### config.mk
export PLATFORM = sky130hd
export DESIGN_NAME = tjmono_hit_assembler
export DESIGN_NICKNAME = d
export VERILOG_FILES = /design/src/rtl/tjmono_hit_assembler.sv
export SDC_FILE = /design/constraint.sdc
export NUM_CORES = 1
export LEC_CHECK = 0
export ABC_CLOCK_PERIOD_IN_PS = 2200
export CAP_MARGIN = 20
export CORE_MARGIN = 8
export CORE_UTILIZATION = 52
export DETAILED_ROUTE_END_ITERATION = 7
export PLACE_DENSITY_LB_ADDON = 0.25
export SYNTH_ARGS = -nofsm -noshare
export SYNTH_HDL_FRONTEND = slang
export SYNTH_SLANG_ARGS = --single-unit
### constraint.sdc
create_clock -name BUS_CLK -period 2.2 [get_ports BUS_CLK]
set_input_delay 0.22 -clock BUS_CLK [delete_from_list [all_inputs] [get_ports BUS_CLK]]
set_output_delay 0.22 -clock BUS_CLK [all_outputs]
set_load 0.02 [all_outputs]
### src/rtl/tjmono_hit_assembler.sv
// TJ-Monopix hit assembler.
// Reads 32-bit tagged fragments from a first-word-fall-through FIFO, checks the
// identifier and fragment order, rebuilds 4-fragment 112-bit hit records and
// presents them on a valid/ready stream through a 1-deep output register.
// Optional feature macro: TJMONO_TOT_CALC_EN. When it is defined, HIT_TOT = TE - LE
// (mod 64) is registered with the record. When it is undefined, HIT_TOT is tied to 0.
module tjmono_hit_assembler #(
  parameter logic [1:0]  IDENTIFIER = 2'b00,
  parameter int unsigned ERR_CNT_W  = 8
) (
  input  logic                 BUS_CLK,
  input  logic                 BUS_RST_N,
  input  logic                 ENABLE,
  input  logic                 FIFO_EMPTY,
  input  logic [31:0]          FIFO_DATA,
  output logic                 FIFO_READ,
  output logic                 HIT_VALID,
  input  logic                 HIT_READY,
  output logic [5:0]           HIT_COL,
  output logic [8:0]           HIT_ROW,
  output logic [5:0]           HIT_TE,
  output logic [5:0]           HIT_LE,
  output logic                 HIT_NOISE,
  output logic [51:0]          HIT_TS,
  output logic [31:0]          HIT_TOKEN_CNT,
  output logic [5:0]           HIT_TOT,
  output logic [31:0]          HIT_CNT,
  output logic [ERR_CNT_W-1:0] SEQ_ERR_CNT,
  output logic [ERR_CNT_W-1:0] ID_ERR_CNT
);

  // Each state's encoding equals the fragment tag it expects next.
  typedef enum logic [1:0] {StExp0 = 2'd0, StExp1 = 2'd1, StExp2 = 2'd2, StExp3 = 2'd3} state_e;

  state_e                 state_q, state_d;
  logic [83:0]            part_q, part_d;
  logic [111:0]           rec_q;
  logic                   valid_q;
  logic [31:0]            hit_cnt_q;
  logic [ERR_CNT_W-1:0]   seq_err_q, id_err_q;

  logic [1:0]   word_id, word_tag, exp_tag;
  logic [27:0]  payload;
  logic         id_ok, is_last, pop, complete, seq_inc, id_inc;
  logic [111:0] rec_new;

  assign word_id  = FIFO_DATA[31:30];
  assign word_tag = FIFO_DATA[29:28];
  assign payload  = FIFO_DATA[27:0];
  assign exp_tag  = state_q;
  assign id_ok    = (word_id == IDENTIFIER);
  assign is_last  = (state_q == StExp3) && (word_tag == 2'b11) && id_ok;
  // Only the completing fragment waits for room in the output register.
  assign pop      = ENABLE && !FIFO_EMPTY && !(is_last && valid_q && !HIT_READY);
  assign complete = pop && is_last;
  assign rec_new  = {payload, part_q};
  assign FIFO_READ = pop;

  // Fragment order checking and partial record assembly.
  always_comb begin
    state_d = state_q;
    part_d  = part_q;
    seq_inc = 1'b0;
    id_inc  = 1'b0;
    if (pop) begin
      if (!id_ok) begin
        id_inc = 1'b1;
      end else if (word_tag == exp_tag) begin
        unique case (word_tag)
          2'b00: begin part_d[27:0]  = payload; state_d = StExp1; end
          2'b01: begin part_d[55:28] = payload; state_d = StExp2; end
          2'b10: begin part_d[83:56] = payload; state_d = StExp3; end
          2'b11: begin part_d        = '0;      state_d = StExp0; end
        endcase
      end else begin
        seq_inc = 1'b1;
        part_d  = '0;
        if (word_tag == 2'b00) begin
          part_d[27:0] = payload;
          state_d      = StExp1;
        end else begin
          state_d = StExp0;
        end
      end
    end
  end

  // State, partial record and saturating error counters.
  always_ff @(posedge BUS_CLK or negedge BUS_RST_N) begin
    if (!BUS_RST_N) begin
      state_q   <= StExp0;
      part_q    <= '0;
      seq_err_q <= '0;
      id_err_q  <= '0;
    end else begin
      state_q <= state_d;
      part_q  <= part_d;
      if (seq_inc && (seq_err_q != '1)) seq_err_q <= seq_err_q + 1'b1;
      if (id_inc && (id_err_q != '1))   id_err_q  <= id_err_q + 1'b1;
    end
  end

  // 1-deep output register; pop gating guarantees room whenever a record completes.
  always_ff @(posedge BUS_CLK or negedge BUS_RST_N) begin
    if (!BUS_RST_N) begin
      rec_q     <= '0;
      valid_q   <= 1'b0;
      hit_cnt_q <= '0;
    end else begin
      if (complete) begin
        rec_q     <= rec_new;
        valid_q   <= 1'b1;
        hit_cnt_q <= hit_cnt_q + 32'd1;
      end else if (HIT_READY) begin
        valid_q <= 1'b0;
      end
    end
  end

`ifdef TJMONO_TOT_CALC_EN
  logic [5:0] tot_q;

  // Time over threshold, registered alongside the record.
  always_ff @(posedge BUS_CLK or negedge BUS_RST_N) begin
    if (!BUS_RST_N) begin
      tot_q <= '0;
    end else if (complete) begin
      tot_q <= rec_new[20:15] - rec_new[26:21];
    end
  end

  assign HIT_TOT = tot_q;
`else
  assign HIT_TOT = '0;
`endif

  assign HIT_VALID     = valid_q;
  assign HIT_COL       = rec_q[5:0];
  assign HIT_ROW       = rec_q[14:6];
  assign HIT_TE        = rec_q[20:15];
  assign HIT_LE        = rec_q[26:21];
  assign HIT_NOISE     = rec_q[27];
  assign HIT_TS        = rec_q[79:28];
  assign HIT_TOKEN_CNT = rec_q[111:80];
  assign HIT_CNT       = hit_cnt_q;
  assign SEQ_ERR_CNT   = seq_err_q;
  assign ID_ERR_CNT    = id_err_q;

endmodule
==> out/qor.yml, run 1 <==
status: "complete, no violations"
syn_area_mm2: 0.0104
relSlewSlack_pct: 61.3
crit_path_end: "FIFO_READ"
required_ns: 1.98
fin_crit_ns: 1.96
hold_path.class: "in -> async"
path_class: "reg -> out"
r2r-start: "HIT_CNT[0]"
cp-start-kind: "flop"
clockBufferDepth: 3
hold_viol: 0
areaGrowthSynthToFinish_pct: 32.6
cts_tree: "done"
setup_viol: 0
path_cells: "and3_1 -> a31oi_1 -> dlygate4sd2_1"
final_max_slew_viol_count: 0
rows: 52
n_antenna_cell: 0
synth_cells: 851
hold_ws_ns: 0.270
netSwitchingFraction_pct: 27.3
rsz0062_at_grt: "no"
clkTransAtPathRegs_ns: 0.06
first_pass_iters: 4
dieArea_mm2: 0.0249
clockPowerShare_pct: 37.2
fin_area_mm2: 0.0139
routed-wl-met3_um: 1650
num_io_pins: 205
ys_types: 41
h-tree-depth: 1
vias: 7461
synth.ff_latch_count: 247
powerDensity_mw_per_mm2: 851
wirelength_um: 27200
grt.overflow.total: 0
drtAntennaViolNets: 0
start_util_pct: 52.3
layout_setup_ws_ns: 0.236
irDropWorstVdd_mv: 0.650
drv_cap: 0
routedWlPerCell_um: 20.2
fmax_ghz: 0.509
post_cts_buffers: 0
finalSetupTns_ns: 0
grt_pass1_wl_um: 43100
power.total_uw: 11800
cpPeakStageDelay_ns: 0.42
worstPathMaxFanout: 4
antenna_found_initial: 0
p_seq_share_pct: 46.1
drt_iter0_markers: 471
core_area_mm2: 0.0200
dpl.hpwl_um: 18200
period_share_pct: 89.3
yosysWarnings: 0
met2WireLength_um: 12900
ys_seq_area_share_pct: 59.2
p_int_uw: 8560
fp.dieW_um: 158
cts_buffers: 26
crit_path_top_delay_cell: "dfrtp_1"
drc_errors: 0
root_buffer: "clkbuf_16"
grt_pass1_vias: 7666
track_usage_pct: 21.8
grt_max_degree: 73
r2r_cells: 5
leakagePower_uw: 0.00631
rrSetupSlack_ns: 0.26
num-nets-final: 1107
reg2reg_to: "HIT_CNT[28]"
syn_avg_cell_area_um2: 12.3
share_comb_of_total_power_pct: 16.7
fin_skew_ns: 0.0176
insertion_delay_ns: 0.53
avgViaCountPerCell: 5.53
crit_arrival_ns: 1.74
wl_met1_um: 12000
worstMarginPinSlew_ns: 0.581
crit_start: "exp_tag[1]"
port_buffers: 198
drive_above_1_share_pct: 19.6
dp_worst_setup_slack_ns: -0.0358
p_switching_uw: 3220
cp-end-kind: "primary output"
gp_congestion: 0.792
place_area_mm2: 0.0130
dr.max_layer_used: "met4"
die_height_um: 158
clock-sinks: 247
## cell type report
type                    count  area, um2
fillers                  1446       6120
flip-flops and latches    247       6180
clock inverters             7        100
repair buffers            239       2500
clock buffers              36        758
multi-input cells         456       3630
inverters                  93        349
well taps                 270        338
## flip-flops by register name (all words and copies together) (netlist names)
| register | flops |
|---|---|
| exp_tag | 2 |
| HIT_VALID | 1 |
| rec_q | 112 |
| SEQ_ERR_CNT | 8 |
| HIT_CNT | 32 |
| ID_ERR_CNT | 8 |
| part_q | 84 |
## kinds of logic (layout without fill, tap and decap cells)
kind of cell	count (synthesis)	after routing	synth area share [%]
flops	247	247	59.2
simple gates	159	159	9.99
buf+inv	153	375	6.35
compound gates	122	122	7.27
mux	116	116	12.5
xor+xnor	46	46	3.86
fa+ha+maj	7	7	0.838
other cells	1	6	0.0359
## power groups by stage
| stage | registers, uW | clock network, uW | logic [uW] |
|---|---|---|---|
| after CTS | 5430 | 4460 | 1990 |
| after global placement | 5480 | 0 | 1930 |
| after detailed placement | 5500 | 0 | 1970 |
| after floorplan | 5720 | 0 | 689 |
| final | 5430 | 4380 | 1970 |
| after global routing | 5500 | 4630 | 2120 |
## cells in the mapped netlist, drive strengths merged
cell / n / area [um2]
xor2: 29 / 254
and2: 1 / 6.26
o2111ai: 28 / 245
a31oi: 1 / 6.26
a21boi: 1 / 18.8
conb: 1 / 3.75
nand3: 20 / 100
nand2: 11 / 41.3
o31a: 3 / 26.3
a211oi: 1 / 12.5
clkbuf: 23 / 86.3
and3: 7 / 43.8
xnor2: 17 / 149
or2: 2 / 12.5
nand2b: 3 / 18.8
nor3: 10 / 50.1
ha: 7 / 87.6
o221ai: 1 / 15.0
or4: 1 / 11.3
dfrtp: 247 / 6180
mux2: 116 / 1310
nor2b: 2 / 12.5
nor4b: 2 / 32.5
inv: 93 / 349
o21ai: 85 / 425
a21oi: 2 / 10.0
nand4: 68 / 447
nor4: 18 / 185
and4: 6 / 52.6
buf: 37 / 228
nor2: 8 / 30.0
## worst min-delay path by stage
stage / slack (ns) / endpoint
final: 0.27 / ID_ERR_CNT[3]
after global routing: 0.31 / ID_ERR_CNT[3]
after CTS: 0.27 / part_q[3]
after detailed placement: 0.24 / rec_q[56]
after global placement: 0.23 / ID_ERR_CNT[2]
after floorplan: -0.08 / HIT_CNT[0]
## worst max-delay path, delay by kind of cell (launching register included)
kind                   cells  cell delay, ns
AOI/OAI and AO/OA          1            0.17
buffers and inverters      1            0.38
and+or+nand+nor            1            0.26
DFF                        1            0.42
## metal layers
layer | track usage [%] | vias to the layer above
li1 | - | 3414
met1 | 30.1 | 3790
met2 | 34.6 | 219
met3 | 4.26 | 38
met4 | 5.71 | 0
met5 | 0 | -
## cell usage in the layout, fill, tap and decap left out, drive strengths merged, types with 7 or more instances in the layout
master	Yosys	routed
mux2	116	116
nand3	20	20
nor3	10	10
and3	7	7
nor2	8	8
buf	37	41
o2111ai	28	28
ha	7	7
nor4	18	18
o21ai	85	85
xnor2	17	17
nand4	68	68
inv	93	94
dfrtp	247	247
clkbuf	23	36
clkdlybuf4s50	0	196
nand2	11	11
xor2	29	29
## through the flow
stage | utilization [%] | instances
3_3_place_gp | 65.0 | 1304
4_1_cts | 69.3 | 1348
6_report | 69.3 | 1348
5_1_grt | 69.3 | 1348
3_5_place_dp | 65.0 | 1304
2_1_floorplan | - | 856
## what timing repair did
action                                 in CTS  in global routing
hold buffers                                1                  0
endpoints found under the hold margin      67                  0
gates resized for setup                     1                  0
setup endpoints to repair                   1                  0
(Power assumes the default switching activity.)
==> run 2: changes to the inputs <==
--- a/config.mk
+++ b/config.mk
@@ -11,6 +11,7 @@
 export CORE_UTILIZATION = 52
 export DETAILED_ROUTE_END_ITERATION = 7
 export PLACE_DENSITY_LB_ADDON = 0.25
+export SETUP_SLACK_MARGIN = 0.05
 export SYNTH_ARGS = -nofsm -noshare
 export SYNTH_HDL_FRONTEND = slang
 export SYNTH_SLANG_ARGS = --single-unit
==> results of run 2 <==
No change in the layout: final DEF, timing and power equal those of run 1.
==> run 3: changes to the inputs <==
--- a/config.mk
+++ b/config.mk
@@ -7,6 +7,7 @@
 export LEC_CHECK = 0
 export ABC_CLOCK_PERIOD_IN_PS = 2200
 export CAP_MARGIN = 20
+export CORE_ASPECT_RATIO = 0.7
 export CORE_MARGIN = 8
 export CORE_UTILIZATION = 52
 export DETAILED_ROUTE_END_ITERATION = 7
==> run 3 against run 2 <==
Net effect:
- first-iteration DRC count shrank 1.3%
- sequential share of layout area up 0.12 points
- power is 1.8% lower
- wire length decreased by 1.4%
- global-route usage is 0.58 points lower
- critical path type is now reg -> reg
- largest cell class unchanged
==> out/qor.yml, run 3 (synthesized netlist as in run 1, its figures left out) <==
status: "complete, no violations"
final_common_cell: "dfrtp_1"
start_util_pct: 52.9  # +0.61 points
clkTransAtPathRegs_ns: 0.07  # about the same
worstPathMaxFanout: 8  # +4
crit_arrival_ns: 2.42  # +0.68 ns
fin_skew_ns: 0.0162  # -0.00140 ns
avgViaCountPerCell: 5.50  # -0.63%
h-tree-depth: 1  # unchanged
worstMarginPinSlew_ns: 0.630  # +0.0498 ns
clockBufferDepth: 3  # unchanged
dieArea_mm2: 0.0250  # +0.29%
drive_above_1_share_pct: 20.2  # +0.63 points
path_class: "reg -> reg"
crit_path_top_delay_cell: "or4_4"
most-common-layout-cells: "247 x dfrtp_1, 196 x clkdlybuf4s50_1, 113 x mux2_2, 93 x inv_1, 82 x o21ai_0"
dpl.cell_count: 1314  # +0.77%
grt_pass1_wl_um: 42400  # -1.7%
path_cells: "ha_1 -> nand2_1 -> or4_4 -> nor4_4 -> xor2_1"
drt_iter0_markers: 465  # -1.3%
layout_setup_ws_ns: 0.205  # -0.0310 ns
share_comb_of_total_power_pct: 17.3  # +0.6 points
num_io_pins: 205  # unchanged
place_area_mm2: 0.0130  # +0.30%
insertion_delay_ns: 0.51  # -0.02 ns
hold_path.class: "in -> async"
cp-start-kind: "flop"
period_share_pct: 90.7  # +1.4 points
clockPowerShare_pct: 35.8  # -1.4 points
port_buffers: 198  # unchanged
hold_viol: 0  # unchanged
required_ns: 2.63  # +0.65 ns
routed-wl-met3_um: 2160  # +31%
final_max_slew_viol_count: 0  # unchanged
dpl.hpwl_um: 18700  # +2.7%
cts_tree: "done"
top_register: "rec_q"
cp-end-kind: "flop"
core_area_mm2: 0.0197  # -1.1%
wirelength_um: 26800  # -1.4%
rows: 43  # -17%
rsz0062_at_grt: "no"
dp_worst_setup_slack_ns: -0.0509  # -0.0150 ns
routedWlPerCell_um: 19.8  # -1.8%
root_buffer: "clkbuf_16"
cpPeakStageDelay_ns: 0.69  # +0.27 ns
clock-sinks: 247  # unchanged
p_int_uw: 8430  # -1.5%
die_height_um: 135  # -15%
final_core_util_pct: 70.0  # +0.61 points
p_seq_share_pct: 46.9  # +0.8 points
drv_cap: 0  # unchanged
relSlewSlack_pct: 58.0  # -3.3 points
irDropWorstVdd_mv: 0.528  # -19%
num-nets-final: 1114  # +0.63%
drtAntennaViolNets: 0  # unchanged
vias: 7447  # -0.19%
track_usage_pct: 21.2  # -0.58 points
fin_area_mm2: 0.0138  # -0.27%
gp_congestion: 0.860  # +8.5%
powerDensity_mw_per_mm2: 838  # -1.6%
power.total_uw: 11600  # -1.8%
cts_buffers: 23  # -12%
areaGrowthSynthToFinish_pct: 32.2
dr.max_layer_used: "met4"
post_cts_buffers: 0  # unchanged
fin_crit_ns: 1.99  # +0.0310 ns
netSwitchingFraction_pct: 27.1  # -0.21 points
grt.overflow.total: 0  # unchanged
wl_met1_um: 12300  # +2.2%
fmax_ghz: 0.501  # -1.6%
grt_max_degree: 82  # +12%
nFillCells: 1459  # +0.90%
largest_reg_flops: 112  # unchanged
fp.dieW_um: 185  # +18%
drc_errors: 0  # unchanged
fin_cells: 1354  # +0.45%
antenna_found_initial: 0  # unchanged
setup_viol: 0  # unchanged
met2WireLength_um: 12000  # -7.0%
p_switching_uw: 3140  # -2.6%
seqCellArea_mm2: 0.00618  # unchanged
leakagePower_uw: 0.00632  # +0.16%
multi_input_area_mm2: 0.00363  # about the same
n_antenna_cell: 0  # unchanged
grt_pass1_vias: 7574  # -1.2%
first_pass_iters: 5  # +1
-- run 3: cell count changes in the layout (fill, tap and decap cells not counted), sizes merged --
| cell | before | now |
|---|---|---|
| bufinv | 2 | 3 |
| clkinv | 4 | 6 |
| buf | 41 | 51 |
| clkbuf | 36 | 30 |
| inv | 94 | 93 |
-- run 3: metal layers --
layer  up-vias  global-route usage (%)
met5         -                       0
met4         0                    4.17
met3        27                    5.96
met2       229                    32.2
met1      3750                    30.1
li1       3441                       -
-- run 3: area by class of cell --
cell class	count	share of cell area, %
clock buffers	30	4.79
inverters	93	2.53
multi-input cells	456	26.3
clock inverters	9	0.870
flip-flops and latches	247	44.7
repair buffers	249	18.3
well taps	270	2.45
-- run 3: critical path, delay by kind of cell, from the launching register on --
family        cells  cell delay (ns)
fa+ha+maj         1             0.23
simple gates      3             1.10
xor+xnor          1             0.18
flops             1             0.40
-- run 3: power by group through the flow --
stage | combinational [uW] | sequential, uW | clock (uW)
2_1_floorplan | 689 | 5720 | 0
3_3_place_gp | 1970 | 5470 | 0
3_5_place_dp | 2010 | 5490 | 0
4_1_cts | 2030 | 5420 | 4210
5_1_grt | 2180 | 5480 | 4390
6_report | 2010 | 5420 | 4140
-- run 3: path summary, 6_finish.rpt --
path                          endpoint  depth (start not counted)  slack [ns]           from
setup / recovery           HIT_CNT[18]                          5        0.21     HIT_CNT[0]
hold reg to reg            HIT_CNT[31]                          1        0.48    HIT_CNT[31]
max in group asynchronous    rec_q[59]                          3        1.22      BUS_RST_N
hold / removal              part_q[19]                          2        0.29      BUS_RST_N
min in group BUS_CLK        part_q[54]                          3        0.43  FIFO_DATA[26]
setup reg to reg           HIT_CNT[18]                          5        0.21     HIT_CNT[0]
-- run 3: repair_timing --
| item | 4_1_cts | 5_1_grt |
|---|---|---|
| hold buffers | 1 | 0 |
| resized for setup | 1 | 0 |
| endpoints found under the hold margin | 73 | 0 |
| endpoints found under the setup margin | 1 | 0 |
-- run 3: metrics by stage --
step	hold slack (ns)	TNS, ns
global route	0.324	0
floorplan	-0.0756	0
global placement	0.252	0
CTS	0.310	0
finish	0.287	0
detailed placement	0.253	-0.671
